==> config.mk <==
export PLATFORM = sky130hd
export DESIGN_NAME = load_store_unit
export DESIGN_NICKNAME = d
export VERILOG_FILES = /design/src/rtl/load_store_unit.sv
export SDC_FILE = /design/constraint.sdc
export NUM_CORES = 1
export LEC_CHECK = 0
export CAP_MARGIN = 10
export CORE_ASPECT_RATIO = 1.2
export CORE_MARGIN = 2
export CORE_UTILIZATION = 30
export DETAILED_ROUTE_END_ITERATION = 8
export GPL_TIMING_DRIVEN = 0
export PLACE_DENSITY = 0.65
export RECOVER_POWER = 100
export SETUP_SLACK_MARGIN = 0.1
export SLEW_MARGIN = 20
export SYNTH_ARGS = -nofsm -noshare
export SYNTH_HDL_FRONTEND = slang
export SYNTH_SLANG_ARGS = --single-unit
export TNS_END_PERCENT = 5
==> constraint.sdc <==
create_clock -name clk -period 3.5 [get_ports clk]
set_clock_uncertainty 0.05 [all_clocks]
set_input_delay 0.35 -clock clk [delete_from_list [all_inputs] [get_ports clk]]
set_output_delay 0.35 -clock clk [all_outputs]
set_load 0.05 [all_outputs]
==> src/rtl/load_store_unit.sv <==
// ============================================================================
// Module   : load_store_unit
// Purpose  : Data-memory initiator. It handles one load or store at a time.
//            Sub-word stores are done as read-modify-write.
// Revision : 1.0 - initial release
// ============================================================================
`default_nettype none

module load_store_unit #(
    parameter int MEM_BYTES        = 1024,
    parameter bit ALLOW_MISALIGNED = 1'b1
) (
    input  logic        clk,
    input  logic        reset,
    input  logic        req_valid,
    output logic        req_ready,
    input  logic        req_store,
    input  logic [2:0]  req_funct3,
    input  logic [31:0] req_addr,
    input  logic [31:0] req_wdata,
    output logic        resp_valid,
    input  logic        resp_ready,
    output logic [31:0] resp_rdata,
    output logic        resp_err,
    output logic [31:0] mem_addr,
    output logic [31:0] mem_wdata,
    output logic        mem_we,
    output logic        mem_re,
    input  logic [31:0] mem_rdata
);

    // Highest address whose 4-byte window still fits in memory.
    // Comparing against this unsigned value makes addresses near 2^32 fail the check.
    localparam logic [31:0] c_MAX_ADDR = 32'(MEM_BYTES - 4);

    typedef enum logic [2:0] {
        S_IDLE   = 3'd0,
        S_RD     = 3'd1,
        S_RMW_RD = 3'd2,
        S_WR     = 3'd3,
        S_RESP   = 3'd4
    } state_t;

    state_t      r_state;
    state_t      w_next;
    logic [2:0]  r_funct3;
    logic [15:0] r_wdata;
    logic [31:0] r_mem_addr;
    logic [31:0] r_mem_wdata;
    logic [31:0] r_rdata;
    logic        r_err;

    logic        w_accept;
    logic        w_f3_bad;
    logic        w_range_bad;
    logic        w_misal;
    logic        w_req_err;
    logic [31:0] w_load_data;
    logic [31:0] w_merged;

    assign w_accept    = req_valid && (r_state == S_IDLE);
    assign w_f3_bad    = req_store ? (req_funct3 >= 3'd3)
                                   : ((req_funct3 == 3'd3) || (req_funct3[2:1] == 2'b11));
    assign w_range_bad = (req_addr > c_MAX_ADDR);
    assign w_misal     = !ALLOW_MISALIGNED &&
                         (((req_funct3[1:0] == 2'd1) && req_addr[0]) ||
                          ((req_funct3[1:0] == 2'd2) && (req_addr[1:0] != 2'b00)));
    assign w_req_err   = w_f3_bad || w_range_bad || w_misal;

    always_comb begin
        w_load_data = mem_rdata;
        case (r_funct3)
            3'd0:    w_load_data = {{24{mem_rdata[7]}}, mem_rdata[7:0]};
            3'd4:    w_load_data = {24'h0, mem_rdata[7:0]};
            3'd1:    w_load_data = {{16{mem_rdata[15]}}, mem_rdata[15:0]};
            3'd5:    w_load_data = {16'h0, mem_rdata[15:0]};
            default: w_load_data = mem_rdata;
        endcase
    end

    // The store data replaces the low byte or half of the window. The other bytes keep the values just read.
    assign w_merged = (r_funct3[1:0] == 2'd0) ? {mem_rdata[31:8], r_wdata[7:0]}
                                              : {mem_rdata[31:16], r_wdata[15:0]};

    always_ff @(posedge clk or negedge reset) begin
        if (!reset) begin
            r_state <= S_IDLE;
        end else begin
            r_state <= w_next;
        end
    end

    always_comb begin
        w_next     = r_state;
        req_ready  = 1'b0;
        resp_valid = 1'b0;
        mem_re     = 1'b0;
        mem_we     = 1'b0;
        case (r_state)
            S_IDLE: begin
                req_ready = 1'b1;
                if (req_valid) begin
                    if (w_req_err)                    w_next = S_RESP;
                    else if (!req_store)              w_next = S_RD;
                    else if (req_funct3[1:0] == 2'd2) w_next = S_WR;
                    else                              w_next = S_RMW_RD;
                end
            end
            S_RD: begin
                mem_re = 1'b1;
                w_next = S_RESP;
            end
            S_RMW_RD: begin
                mem_re = 1'b1;
                w_next = S_WR;
            end
            S_WR: begin
                mem_we = 1'b1;
                w_next = S_RESP;
            end
            S_RESP: begin
                resp_valid = 1'b1;
                if (resp_ready) w_next = S_IDLE;
            end
            default: w_next = S_IDLE;
        endcase
    end

    always_ff @(posedge clk or negedge reset) begin
        if (!reset) begin
            r_funct3    <= 3'd0;
            r_wdata     <= 16'h0;
            r_mem_addr  <= 32'h0;
            r_mem_wdata <= 32'h0;
            r_rdata     <= 32'h0;
            r_err       <= 1'b0;
        end else begin
            case (r_state)
                S_IDLE: begin
                    if (w_accept) begin
                        r_funct3 <= req_funct3;
                        r_wdata  <= req_wdata[15:0];
                        r_err    <= w_req_err;
                        r_rdata  <= 32'h0;
                        // A rejected request leaves the memory-side address and data unchanged.
                        if (!w_req_err) begin
                            r_mem_addr <= req_addr;
                            if (req_store && (req_funct3[1:0] == 2'd2)) begin
                                r_mem_wdata <= req_wdata;
                            end
                        end
                    end
                end
                S_RD:     r_rdata     <= w_load_data;
                S_RMW_RD: r_mem_wdata <= w_merged;
                default:  ;
            endcase
        end
    end

    assign mem_addr   = r_mem_addr;
    assign mem_wdata  = r_mem_wdata;
    assign resp_rdata = r_rdata;
    assign resp_err   = r_err;

endmodule

`default_nettype wire

==> results of run 1 <==
-- final timing paths --
check                           slack, ps  cells after the start             end
worst max-delay path                  260                      6          mem_re
worst min-delay path                  420                      2  resp_rdata[22]
worst max register to register        850                      5  resp_rdata[31]
worst min register to register        420                      2  resp_rdata[22]
max in group asynchronous            1670                      3     r_wdata[11]
min in group asynchronous             760                      2    mem_addr[30]
-- registers in the layout, indices dropped and copies added, names as in the netlist --
| register | cells |
|---|---|
| r_state | 3 |
| r_wdata | 16 |
| resp_err | 1 |
| resp_rdata | 32 |
| mem_wdata | 32 |
| r_funct3 | 3 |
| mem_addr | 32 |
-- routing by layer --
metal  track usage, %  vias up  share of wire [%]
li1                 -     1995                  -
met1            20.46     2044                 41
met2            29.64      159                 50
met3            4.861       22                6.6
met4            6.591        0                2.1
met5                0        -                  0
-- per-stage QoR --
| step | setup TNS (ps) | worst slack (ps) | power [W] | hold WS, ps |
|---|---|---|---|---|
| global route | 0 | 116.1 | 0.003962 | 450.9 |
| detailed placement | 0 | 646.9 | 0.001869 | 297.1 |
| floorplan | 0 | 1483 | 0.001645 | 4.409 |
| finish | 0 | 255.9 | 0.003798 | 424.5 |
| global placement | -295560 | -2493 | 0.001852 | 416.5 |
| CTS | 0 | 273.1 | 0.003857 | 427.9 |
-- where the power goes --
part | total, W | leakage (nW) | internal [W] | switching, W
Sequential | 0.00146 | 1.61 | 0.00143 | 0.0000300
Clock | 0.00196 | 0.326 | 0.00134 | 0.000623
Combinational | 0.000378 | 2.08 | 0.000193 | 0.000184
-- cells by family after synthesis --
kind of cell | count (synthesis) | synth area share (%)
buf+inv | 26 | 2.624
mux | 62 | 15.14
simple gates | 194 | 17.72
flops | 119 | 57.84
compound gates | 55 | 6.683
-- final cells by class --
type / instances / area (sq um)
inverters: 2 / 7.507
fillers: 1533 / 8820
multi-input cells: 311 / 1932
clock buffers: 21 / 480.5
well taps: 216 / 270.3
repair buffers: 206 / 2074
clock inverters: 11 / 192.7
plain buffers: 24 / 96.34
flip-flops and latches: 119 / 2978
-- cell usage after synthesis --
cell type    n
a211oi_1     1
a21oi_1      8
a22o_1       8
a31oi_1      8
a41oi_4      1
and2_1       1
buf_2        6
buf_6        4
clkbuf_1    14
dfrtp_1    119
inv_1        1
inv_2        1
mux2_1      37
mux2_2       2
mux2_4      22
mux2i_1      1
nand2_1    114
nand2b_1     3
nand3_1      1
nand4_1      3
nor2_1      17
nor2_2       1
nor2b_1     39
nor3_1       3
nor3_2       1
nor3_4       1
nor3b_1      1
nor3b_2      1
nor4_1       4
nor4_2       1
o21ai_0      1
o21ai_1     27
o311ai_0     1
or2_1        1
or3_1        1
or4b_2       1
-- what timing repair did --
| item | CTS | global route |
|---|---|---|
| setup buffers | 0 | 0 |
| hold endpoints to repair | 55 | 0 |
| hold buffers | 1 | 0 |
-- critical path, cell delays in order, from the launching register on --
cell and delay, ps:
dfrtp_1 440, inv_2 90, or3_1 370, clkbuf_1 260
buf_2 280, nand2_1 90, dlygate4sd3_1 900
==> flow_summary.ini, run 1 <==
[drt]
finalWirelength_mm = 15.33
ant_nets = 0
drcViolationCount = 0
drtIter0Drc = 138
vias = 4220
viasPerCell = 4.637
dr.pass1.iters = 4
drt-wirelength-per-cell_um = 16.84

[cts]
clk_latency_ps = 410
clock_path_buffers = 2
clock-root-buffer = clkbuf_16
clock-sinks = 119
clk_pin_slew_ps = 50
cts_made_buffers = 17
cts_resized = 0
cts_tree = built
cts_max_level = 4

[synth]
syn_nets = 560
synth_top_area_cell = dfrtp_1
netlist_instances = 456
ys_seq_area_share_pct = 57.84
syn_area_sq_um = 5149
yosys_warnings = 0
ys_seq_elements = 119
synth.distinct_cells = 36
synth_top_area_share_pct = 57.84
synth_area_per_cell_sq_um = 11.29
synth_area_leaders = dfrtp_1 (58%), nand2_1 (8.3%), mux2_1 (8.1%), mux2_4 (6.4%), nor2b_1 (4.7%)

[power_and_ir_drop]
ir_worst_vdd_mv = 0.2807
p_leak_nw = 4.016
p_per_area_nw_per_um2 = 472.9

[grt]
grt_pass1_wl_mm = 23.85
antenna_found_initial = 0
grt_overflow = 0
grtUsageTotal_pct = 17.35
grt_pass1_vias = 4503
grt_start_max_net_pins = 65

[setup_path]
cp.arrival_ps = 2840
critPathCaptureType = output port
r2r-start = r_state[2]
cp.required_ps = 3100
cp-start-kind = flop
crit_fanout = 10
setup.worst_path.start = r_state[1]
critPathKind = flop to output port

[cells_and_area]
antennaDiodeCount = 0
final_cell_area_sq_um = 8031
synthToLayoutAreaGrowth_pct = 55.99
fin_util_pct = 47.66
final_cell_mix = dfrtp_1 (119), nand2_1 (114), dlygate4sd3_1 (103), clkdlybuf4s50_1 (101), mux2_1 (56)
layout_commonest_cell = dfrtp_1
drive_above_1_share_pct = 7.061
fin_nets = 785
final_cells = 910

[sta]
period_needed_ps = 3244
rsz0062_at_grt = no
worst_slew_pin_slew_ps = 1437
setup_violations = 0
fmax_mhz = 308.2
final.period_utilization_pct = 92.69
drv_slew = 0
hold_viol = 0
slew_headroom_pct = 4.220

[floorplanning]
pin_count = 205
core_sq_um = 16850
die_w_um = 123.6
die-area_sq_um = 18230
die_h_um = 147.5
initial_core_util_pct = 30.55
rows = 52

[placed_design]
port_buffers = 204
dp_hpwl_mm = 11.71
placed_cell_area_sq_um = 7490
post-place-cells = 877
gp_congestion = 0.7514

[hold_path]
hold_start = resp_rdata[22]
hold_class = flop to flop

[job]
drv_cap = 0

[status]
status = complete, no violations
Power figures use the tool's default switching activity.
==> run 2, diff against run 1 <==
--- a/config.mk
+++ b/config.mk
@@ -9,10 +9,11 @@
 export CORE_ASPECT_RATIO = 1.2
 export CORE_MARGIN = 2
 export CORE_UTILIZATION = 30
+export CTS_CLUSTER_DIAMETER = 30
 export DETAILED_ROUTE_END_ITERATION = 8
 export GPL_TIMING_DRIVEN = 0
 export PLACE_DENSITY = 0.65
-export RECOVER_POWER = 100
+export REMOVE_ABC_BUFFERS = 1
 export SETUP_SLACK_MARGIN = 0.1
 export SLEW_MARGIN = 20
 export SYNTH_ARGS = -nofsm -noshare
==> run 2 against run 1 <==
Compared with the run above: power shrank 7.5%; die area did not move; global-route usage shrank 0.91 points; sequential share of layout area decreased by 0.23 points; via count is 1.4% lower; largest cell class unchanged.
==> flow_summary.ini, run 2 (synthesis results as in run 1) <==
[floorplanning]
core_sq_um = 16850
die_w_um = 123.6
rows = 52
pin_count = 205
die-area_sq_um = 18230
initial_core_util_pct = 30.55
die_h_um = 147.5

[sta]
final.period_utilization_pct = 91.16
rsz0062_at_grt = no
setup_violations = 0
slew_headroom_pct = 48.19
period_needed_ps = 3191
fin_hold_ws_ps = 432.9
hold_viol = 0
worst_slew_pin_slew_ps = 775.3
fmax_mhz = 313.4
drv_slew = 0

[drt]
dr.pass1.iters = 4
drtIter0Drc = 145
drcViolationCount = 0
ant_nets = 0
vias = 4161
finalWirelength_mm = 14.53
viasPerCell = 4.660
drt-wirelength-per-cell_um = 16.27

[cts]
clock_path_buffers = 2
clock-root-buffer = clkbuf_16
cts_max_level = 4
clk_pin_slew_ps = 60
cts_tree = built
clk_latency_ps = 400
post-cts-setup-buffers = 0
cts_made_buffers = 17
clock-sinks = 119

[cells_and_area]
layout_commonest_cell = clkdlybuf4s50_1
nFillCells = 1535
drive_above_1_share_pct = 11.52
final_cell_mix = clkdlybuf4s50_1 (203), dfrtp_1 (119), nand2_1 (114), nor2b_1 (39), mux2_1 (37)
fin_nets = 768
antennaDiodeCount = 0
fin_util_pct = 47.96
final_cell_area_sq_um = 8082
synthToLayoutAreaGrowth_pct = 56.96

[grt]
grt_pass1_vias = 4455
grt_start_max_net_pins = 61
grtUsageTotal_pct = 16.43
grt_overflow = 0
antenna_found_initial = 0
grt_pass1_wl_mm = 23.19

[placed_design]
port_buffers = 204
dp_hpwl_mm = 10.69
placed_cell_area_sq_um = 7501
gp_congestion = 0.7603

[setup_path]
critPathCaptureType = output port
critPathKind = flop to output port
cp-start-kind = flop
cp.required_ps = 3100
crit_fanout = 27
cp.arrival_ps = 2790
crit_chain = inv_2, or3_2, nand2_1, clkdlybuf4s50_1
slowest_stage = clkdlybuf4s50_1
cpPeakStageDelay_ps = 850

[power_and_ir_drop]
ir_worst_vdd_mv = 0.2656
p_leak_nw = 3.698
p_per_area_nw_per_um2 = 434.9

[hold_path]
hold_class = input port to asynchronous set/reset pin

[status]
status = complete, no violations

[job]
drv_cap = 0
==> run 2: cell count changes in the layout (fill, tap and decap cells not counted), moves of 4 or more <==
cell             previous run  this run
clkdlybuf4s50_1           101       203
o21ai_1                     2        26
mux2_1                     56        37
bufinv_16                   5         1
inv_6                       1         5
clkbuf_2                    4         0
clkbuf_8                    4         0
clkbuf_1                   19         0
dlygate4sd3_1             103         1
o21ai_0                    26         1
mux2_4                      3        22
==> run 2: stage by stage <==
stage	instances	total power (W)	TNS, ps	setup WS (ps)
2_1_floorplan	432	0.001636	-191.4	-19.14
3_3_place_gp	852	0.001840	-468050	-2552
3_5_place_dp	860	0.001865	0	574.7
4_1_cts	893	0.003569	0	186.3
5_1_grt	893	0.003679	0	206.4
6_report	893	0.003515	0	309.3
==> run 2: final cells by class <==
cell class                      instances  area [sq um]  area share [%]
Clock buffer                           17         425.4           5.264
Clock inverter                         15         143.9           1.780
Inverter                                2         7.507         0.09289
Multi-Input combinational cell        311          2061           25.50
Sequential cell                       119          2978           36.85
Tap cell                              216         270.3           3.344
Timing Repair Buffer                  213          2196           27.17
==> run 2: critical path: cells and delay by family, from the launching register on <==
kind | cells | cell delay [ps]
buf+inv | 2 | 960
flops | 1 | 490
simple gates | 2 | 930
==> run 2: what timing repair did <==
item                                    CTS  global route
hold endpoints to repair                 59             0
hold buffers                              1             0
gates resized for setup                   0             1
endpoints found under the setup margin    0             1
==> run 2: final timing paths <==
path,slack [ps],endpoint,from,depth (start not counted)
max,310,mem_re,r_state[1],4
min,430,resp_rdata[0],reset,2
max reg2reg,1190,mem_addr[0],r_state[2],4
min reg2reg,440,r_wdata[10],r_wdata[10],1
max in group asynchronous,2260,resp_err,reset,3
min in group clk,440,r_wdata[10],r_wdata[10],1
==> run 2: metal layers <==
layer,GRT usage [%],vias up,wire (um)
met1,19.60,2023,6048
met2,27.47,156,7159
li1,-,1962,-
met4,5.795,0,282
met5,0,-,0
met3,5.440,20,1037
==> run 2: power by group <==
| part | leakage (nW) | total, W | switching [W] | internal [W] |
|---|---|---|---|---|
| clock | 0.273 | 0.00168 | 0.000685 | 0.000991 |
| combinational | 1.81 | 0.000369 | 0.000172 | 0.000196 |
| sequential | 1.61 | 0.00147 | 0.0000428 | 0.00143 |
| total | 3.70 | 0.00351 | 0.000900 | 0.00261 |
==> run 3, diff against run 2 <==
--- a/config.mk
+++ b/config.mk
@@ -14,7 +14,6 @@
 export GPL_TIMING_DRIVEN = 0
 export PLACE_DENSITY = 0.65
 export REMOVE_ABC_BUFFERS = 1
-export SETUP_SLACK_MARGIN = 0.1
 export SLEW_MARGIN = 20
 export SYNTH_ARGS = -nofsm -noshare
 export SYNTH_HDL_FRONTEND = slang
==> run 3 against run 2 <==
Compared with the run above: combinational power about the same; power about the same; cell area about the same; flip-flop and latch count unchanged; non-clock buffer count unchanged; cell count unchanged; highest routed layer unchanged; critical path type unchanged; clock-buffer cell count unchanged; sequential power about the same; core utilization about the same; die area unchanged; first-iteration DRC count increased by 2.1%; sequential share of layout area about the same.
==> flow_summary.ini, run 3 (synthesis results as in run 1) <==
[cells_and_area]
fin_util_pct = 47.95
nFillCells = 1534
final_cell_mix = clkdlybuf4s50_1 (203), dfrtp_1 (119), nand2_1 (114), nor2b_1 (39), mux2_1 (37)
synthToLayoutAreaGrowth_pct = 56.94
layout_commonest_cell = clkdlybuf4s50_1
final_cell_area_sq_um = 8080
multiInputGateArea_sq_um = 2059
fin_nets = 768
antennaDiodeCount = 0
drive_above_1_share_pct = 11.37
regArea_sq_um = 2978

[cts]
cts_tree = built
clock-root-buffer = clkbuf_16
clock-sinks = 119
cts_max_level = 4
clock_path_buffers = 2
cts_made_buffers = 17
post-cts-setup-buffers = 0
clk_pin_slew_ps = 60
clk_latency_ps = 400

[drt]
drtIter0Drc = 148
vias = 4165
drt-wirelength-per-cell_um = 16.25
viasPerCell = 4.664
finalWirelength_mm = 14.51
drcViolationCount = 0
ant_nets = 0
dr.pass1.iters = 4

[floorplanning]
initial_core_util_pct = 30.55
die_h_um = 147.5
pin_count = 205
core_sq_um = 16850
die_w_um = 123.6
rows = 52
die-area_sq_um = 18230

[sta]
rsz0062_at_grt = no
hold_viol = 0
fin_ws_ps = 223.3
period_needed_ps = 3277
slew_headroom_pct = 32.02
final.period_utilization_pct = 93.62
fmax_mhz = 305.2
worst_slew_pin_slew_ps = 1020
setup_violations = 0
drv_slew = 0

[grt]
grt_pass1_vias = 4455
antenna_found_initial = 0
grt_start_max_net_pins = 61
grt_pass1_wl_mm = 23.19
grtUsageTotal_pct = 16.43
grt_overflow = 0

[placed_design]
gp_congestion = 0.7603
placed_cell_area_sq_um = 7501
dp_slack_ps = 574.7
dp_hpwl_mm = 10.69
port_buffers = 204

[job]
drv_cap = 0

[power_and_ir_drop]
power.share.clock_pct = 47.7
p_comb_share_pct = 10.5
ir_worst_vdd_mv = 0.2655
p_sw_w = 0.0009010
p_seq_share_pct = 41.8
p_leak_nw = 3.697
intPower_w = 0.002615
p_per_area_nw_per_um2 = 435.1
p_sw_share_pct = 25.63

[hold_path]
hold_class = input port to asynchronous set/reset pin

[setup_path]
crit_fanout = 27
cp.arrival_ps = 2880
cp.required_ps = 3100
critPathKind = flop to output port
cp-start-kind = flop
critPathCaptureType = output port

[status]
status = complete, no violations
[run 3: final timing paths]
path,startpoint,to,slack (ps),cells after the start
max,r_state[1],mem_re,220,4
min reg2reg,r_wdata[10],r_wdata[10],440,1
max in group asynchronous,reset,resp_err,2260,3
max reg2reg,r_state[2],mem_addr[0],1190,4
min,reset,resp_rdata[0],430,2
min in group clk,r_wdata[10],r_wdata[10],440,1
[run 3: area by class of cell]
type | count | share of cell area, %
clock inverters | 15 | 1.781
repair buffers | 213 | 27.18
inverters | 2 | 0.09291
multi-input cells | 311 | 25.49
flip-flops and latches | 119 | 36.85
well taps | 216 | 3.345
clock buffers | 17 | 5.265
[run 3: power by group through the flow]
stage | Clock [W] | Sequential [W] | Combinational (W)
final | 0.00168 | 0.00147 | 0.000369
after global routing | 0.00180 | 0.00148 | 0.000407
after CTS | 0.00172 | 0.00147 | 0.000374
after detailed placement | 0 | 0.00149 | 0.000371
after global placement | 0 | 0.00149 | 0.000351
after floorplan | 0 | 0.00148 | 0.000158
[run 3: per-layer routing]
layer	part of all wire, %	track usage [%]	up-vias
met3	7.2	5.440	20
met5	0	0	-
met4	1.9	5.795	0
met2	49	27.47	159
li1	-	-	1959
met1	42	19.60	2027
[run 3: worst max-delay path: stages (launching register included)]
cell,delay [ps]
dfrtp_1,490
inv_2,110
or3_1,810
nand2_1,200
clkdlybuf4s50_1,860
[run 3: metrics by stage]
step | setup TNS (ps) | hold WS [ps] | cells | power, W
2_1_floorplan | -191.4 | 4.409 | 432 | 0.001636
3_3_place_gp | -468050 | 417.1 | 852 | 0.001840
3_5_place_dp | 0 | 307.9 | 860 | 0.001865
4_1_cts | 0 | 440.3 | 893 | 0.003569
5_1_grt | 0 | 455.8 | 893 | 0.003679
6_report | 0 | 433.3 | 893 | 0.003516
[run 3: what timing repair did]
item	in CTS	in global routing
endpoints found under the hold margin	59	0
gates resized for setup	0	0
hold buffers	1	0
==> variant 1: new RTL, flow settings as in run 2 <==
Change the parameter `MEM_BYTES` from 1024 to 768.
--- a/src/rtl/load_store_unit.sv
+++ b/src/rtl/load_store_unit.sv
@@ -7,7 +7,7 @@
 `default_nettype none
 
 module load_store_unit #(
-    parameter int MEM_BYTES        = 1024,
+    parameter int MEM_BYTES        = 768,
     parameter bit ALLOW_MISALIGNED = 1'b1
 ) (
     input  logic        clk,
Formal check against the unedited RTL: not equivalent (Yosys sat finds a counterexample within 4 cycles, from zero or initial values and one cycle with reset low).
==> variant 1 against run 2 <==
Total power increased by 1.5%; wire length down 1.1%; setup slack got worse by 0.017 ns; sequential cell count unchanged; critical path depth rose by 1; final area is 0.88% higher; synthesized area increased by 0.66%; hold slack got worse by 0.026 ns; die area is 0.64% higher; critical path type unchanged; largest cell class unchanged.
==> variant 1: results (changes against run 2) <==
[global_route]
first_global_vias = 4358  ; was 4,455
grt_start_max_net_pins = 71  ; was 61
gr-usage-all-layers = 0.165  ; was 0.164
grt_pass1_wl_um = 23100  ; was 23,200 µm

[synthesis]
post_synth_main_area_contributors = dfrtp_1 (57%), mux2_2 (9.6%), mux2_4 (8.7%)  ; was dfrtp_1 (58%), nand2_1 (8.3%), mux2_1 (8.1%)
ys.warnings.count = 0  ; unchanged
netlist_instances = 408  ; was 456
yosysSeqAreaShare = 0.575  ; was 0.578
post_synth_most_frequent_cells = dfrtp_1 (119), mux2_2 (44), nand2_1 (41), nor2b_1 (38), mux2_4 (30)  ; was dfrtp_1 (119), nand2_1 (114), nor2b_1 (39), mux2_1 (37), o21ai_1 (27)
syn_area_um2 = 5180  ; was 5150 µm²

[power]
vdd_ir_drop_max_mv = 0.273  ; was 0.266 mV
leakage_nw = 3.63  ; was 3.70 nW

[cells_and_area]
fillers = 1515  ; was 1,535
fin_nets = 722  ; was 768
proportion_of_layout_cells_with_a_drive_suffix_above_1 = 0.201  ; was 0.115

[placement]
placed_cells = 814  ; was 860
postPlaceCellArea_um2 = 7550  ; was 7500 µm²
dp_hpwl_um = 10400  ; was 10,700 µm
place.gp.congestion = 0.786  ; was 0.760

[routing]
via_per_inst = 4.66  ; about the same
avgRoutedWirePerCell_um = 17.0  ; was 16.3 µm
vias = 3945  ; was 4,161
drt-initial-drc-count = 165  ; was 145

[clock_network]
cts_buffer_depth = 2  ; unchanged

[setup_path]
critPathArrivalTime_ns = 2.81  ; was 2.79 ns
crit-reg2reg-capture = mem_addr[1]$_DFFE_PN0P_  ; was mem_addr[0]$_DFFE_PN0P_
worst-r2r-setup-slack_ns = 1.13  ; was 1.19 ns
crit_path_max_fanout = 14  ; was 27

[run_status]
run_status = finished, final reports clean  ; unchanged

[sta]
timing.max_slew.rel_slack = 0.538  ; was 0.482

variant 1: power breakdown:
| group | total (mW) | switching, mW | internal, mW |
|---|---|---|---|
| Sequential | 1.47 | 0.0452 | 1.43 |
| Clock | 1.71 | 0.641 | 1.07 |
| Combinational | 0.385 | 0.167 | 0.218 |
| Total | 3.57 | 0.853 | 2.72 |
variant 1: final cells by class:
type / count / area, µm² / share of cell area
flip-flops and latches: 119 / 2980 / 0.365
repair buffers: 214 / 2220 / 0.272
multi-input cells: 264 / 2090 / 0.256
clock buffers: 18 / 439 / 0.0539
well taps: 216 / 270 / 0.0331
clock inverters: 14 / 150 / 0.0184
inverters: 2 / 7.51 / 0.000921
variant 1: cell families after synthesis:
logic type,count (synthesis),share of synthesized area
DFF,119,0.575
AOI/OAI and AO/OA,56,0.0669
buffers and inverters,25,0.0268
and+or+nand+nor,122,0.123
muxes,86,0.208
variant 1: worst max path at each step:
stage | startpoint | cells past startpoint | slack (ns) | end
floorplan | r_state[2]$_DFFE_PN0P_ | 4 | 0.06 | mem_addr[0]$_DFFE_PN0P_
global placement | reset | 1 | -2.62 | mem_wdata[24]$_DFFE_PN0P_
detailed placement | req_funct3[0] | 6 | 0.62 | mem_addr[6]$_DFFE_PN0P_
CTS | r_state[2]$_DFFE_PN0P_ | 4 | 0.19 | mem_re
global route | r_state[1]$_DFFE_PN0P_ | 5 | 0.14 | mem_re
finish | r_state[1]$_DFFE_PN0P_ | 5 | 0.29 | mem_re
variant 1: critical path, stage by stage (launching register included):
cell             delay (ns)
dfrtp_1                0.49
inv_2                  0.11
nor3_4                 0.62
buf_8                  0.26
or2_2                  0.12
clkdlybuf4s50_1        0.79
variant 1: what timing repair did:
item                                    CTS  global route
endpoints found under the hold margin    49             0
endpoints found under the setup margin    0             1
gates resized for setup                   0             1
hold buffers                              1             0
variant 1: stage by stage:
| step | hold WS [ns] | setup slack (ns) | power, mW |
|---|---|---|---|
| 4_1_cts | 0.404 | 0.187 | 3.63 |
| 5_1_grt | 0.446 | 0.138 | 3.74 |
| 3_3_place_gp | 0.413 | -2.62 | 1.86 |
| 6_report | 0.407 | 0.293 | 3.57 |
| 3_5_place_dp | 0.282 | 0.619 | 1.89 |
| 2_1_floorplan | 0.00441 | 0.0555 | 1.65 |
variant 1: per-layer routing:
metal | share of wire | track usage | vias to the layer above | wire length (µm)
li1 | - | - | 1840 | -
met1 | 0.41 | 0.194 | 1976 | 5910
met4 | 0.019 | 0.0607 | 0 | 278
met5 | 0 | 0 | - | 0
met3 | 0.050 | 0.0451 | 18 | 714
met2 | 0.52 | 0.285 | 111 | 7470
==> variant 2: new RTL, flow settings as in run 2 <==
Made on the original files. Reset style: synchronous (`reset`), changed in 2 clocked blocks.
--- a/src/rtl/load_store_unit.sv
+++ b/src/rtl/load_store_unit.sv
@@ -82,7 +82,7 @@
     assign w_merged = (r_funct3[1:0] == 2'd0) ? {mem_rdata[31:8], r_wdata[7:0]}
                                               : {mem_rdata[31:16], r_wdata[15:0]};
 
-    always_ff @(posedge clk or negedge reset) begin
+    always_ff @(posedge clk) begin
         if (!reset) begin
             r_state <= S_IDLE;
         end else begin
@@ -126,7 +126,7 @@
         endcase
     end
 
-    always_ff @(posedge clk or negedge reset) begin
+    always_ff @(posedge clk) begin
         if (!reset) begin
             r_funct3    <= 3'd0;
             r_wdata     <= 16'h0;
Formal check against the unedited RTL: differs if reset is asserted again (counterexample within 4 cycles, from zero or initial values and one cycle with reset low); with reset held inactive, the same outputs for 4 cycles.
==> variant 2 against run 2 <==
Setup slack improved by 0.18 ns; sequential cell count stayed put; wire length barely moved; synthesized area is 3.1% lower; via count up 11%; core utilization grew 0.32 points; final area decreased by 2.8%; total power fell by 2.3%; critical path depth unchanged; critical path type unchanged; largest cell class is now multi-input combinational cells.
==> variant 2: results (changes against run 2) <==
[run_status]
run_status = finished, final reports clean  ; unchanged

[hold_path]
worst_hold_startpoint = reset
hold_path.class = input port to flip-flop  ; was input port to async pin
holdPathStages = 3

[clock_network]
ctsHtreeMaxLevel = 4  ; unchanged
cts-root-buf = clkbuf_16  ; unchanged
post_cts.resized_instances = 0  ; unchanged
worstSkewPairLatency_ns = 0.41
cts_buffer_depth = 2  ; unchanged
path_clk_slew_ns = 0.06  ; about the same
cts_setup_buffers = 0  ; unchanged
tritoncts.num_buffers = 17  ; unchanged

[synthesis]
synth_cell_type_count = 32  ; was 36
synthArstFlopShare = 0  ; was 1.00
post_synth_most_frequent_cells = nand2_1 (158), dfxtp_1 (119), a21boi_0 (43), mux2i_1 (43), clkbuf_1 (31)  ; was dfrtp_1 (119), nand2_1 (114), nor2b_1 (39), mux2_1 (37), o21ai_1 (27)
netlist_instances = 566  ; was 456
ys.warnings.count = 0  ; unchanged
yosysSeqAreaShare = 0.477  ; was 0.578
post_synth_main_area_contributors = dfxtp_1 (48%), nand2_1 (12%), mux2i_1 (8.6%)  ; was dfrtp_1 (58%), nand2_1 (8.3%), mux2_1 (8.1%)

[setup_path]
rr_startpoint = r_state[0]$_SDFFE_PN0P_  ; was r_state[2]$_DFFE_PN0P_
cp_slowest_stage_delay_ns = 0.81  ; was 0.85 ns
crit_family = simple AND/OR/NAND/NOR gates  ; was buffers and inverters
worst-setup-path-type = flip-flop to output pin  ; unchanged
crit_path_top_delay_cell = clkdlybuf4s50_1  ; unchanged
critPathArrivalTime_ns = 2.61  ; was 2.79 ns
number_of_cells_traversed_by_the_worst_register_to_register_path = 4  ; unchanged
crit_path_max_fanout = 11  ; was 27

[cells_and_area]
final_cell_count_no_fill = 979  ; was 893
fin_nets = 858  ; was 768
antenna_cells = 0  ; unchanged
fillers = 1585  ; was 1,535
synth_to_layout_area_growth_pct = 57.4  ; was 57.0%
proportion_of_layout_cells_with_a_drive_suffix_above_1 = 0.0939  ; was 0.115

[power]
clockNetworkPower_mw = 1.78  ; was 1.68 mW
combinationalPowerShare = 0.081  ; was 0.105
cell_internal_pwr_mw = 2.64  ; was 2.61 mW
clock_power_share = 0.517  ; was 0.477
leakage_nw = 3.13  ; was 3.70 nW
vdd_ir_drop_max_mv = 0.265  ; was 0.266 mV

[routing]
drt-initial-drc-count = 242  ; was 145
vias = 4609  ; was 4,161
first_pass_detailed_route_iteration_total = 4  ; unchanged
wirelength_um = 14500  ; about the same

[sta]
final_report_setup_violation_count = 0  ; unchanged
worst_slew_pin_slew_ns = 0.949  ; was 0.775 ns

[global_route]
antenna_found_initial = 0  ; unchanged
grt_pass1_wl_um = 23800  ; was 23,200 µm
first_global_vias = 4521  ; was 4,455
gr-usage-all-layers = 0.171  ; was 0.164
grt_start_max_net_pins = 84  ; was 61

[placement]
port-buffer-count = 204  ; unchanged
dp_hpwl_um = 9970  ; was 10,700 µm
placed_cells = 947  ; was 860
place.gp.congestion = 0.742  ; was 0.760
place_worst_setup_slack_ns = 0.0227  ; was 0.575 ns
postPlaceCellArea_um2 = 7250  ; was 7500 µm²

## variant 2: cells by family after synthesis
logic type	after synthesis	share of synthesized area
multiplexers	67	0.140
buffers and inverters	44	0.0394
AND/OR/NAND/NOR	243	0.221
AO/OA/AOI/OAI	93	0.122
flip-flops	119	0.477
## variant 2: area by class of cell
class / instances / area share
clock inverter: 15 / 0.0226
tap: 212 / 0.0338
timing repair buffer: 210 / 0.275
multi-input combinational: 403 / 0.309
clock buffer: 17 / 0.0541
sequential: 119 / 0.303
inverter: 3 / 0.00143
## variant 2: path summary, 6_finish.rpt
kind,slack [ns],to
setup / recovery,0.49,mem_re
hold / removal,0.36,mem_wdata[25]$_SDFFE_PN0P_
setup reg to reg,0.74,mem_addr[12]$_SDFFE_PN0P_
hold reg to reg,0.40,mem_wdata[2]$_SDFFE_PN0P_
## variant 2: metal layers
metal	track usage	vias up	part of all wire
li1	-	2306	-
met1	0.209	2155	0.43
met2	0.284	127	0.49
met3	0.0456	21	0.053
met4	0.0667	0	0.020
met5	0	-	0
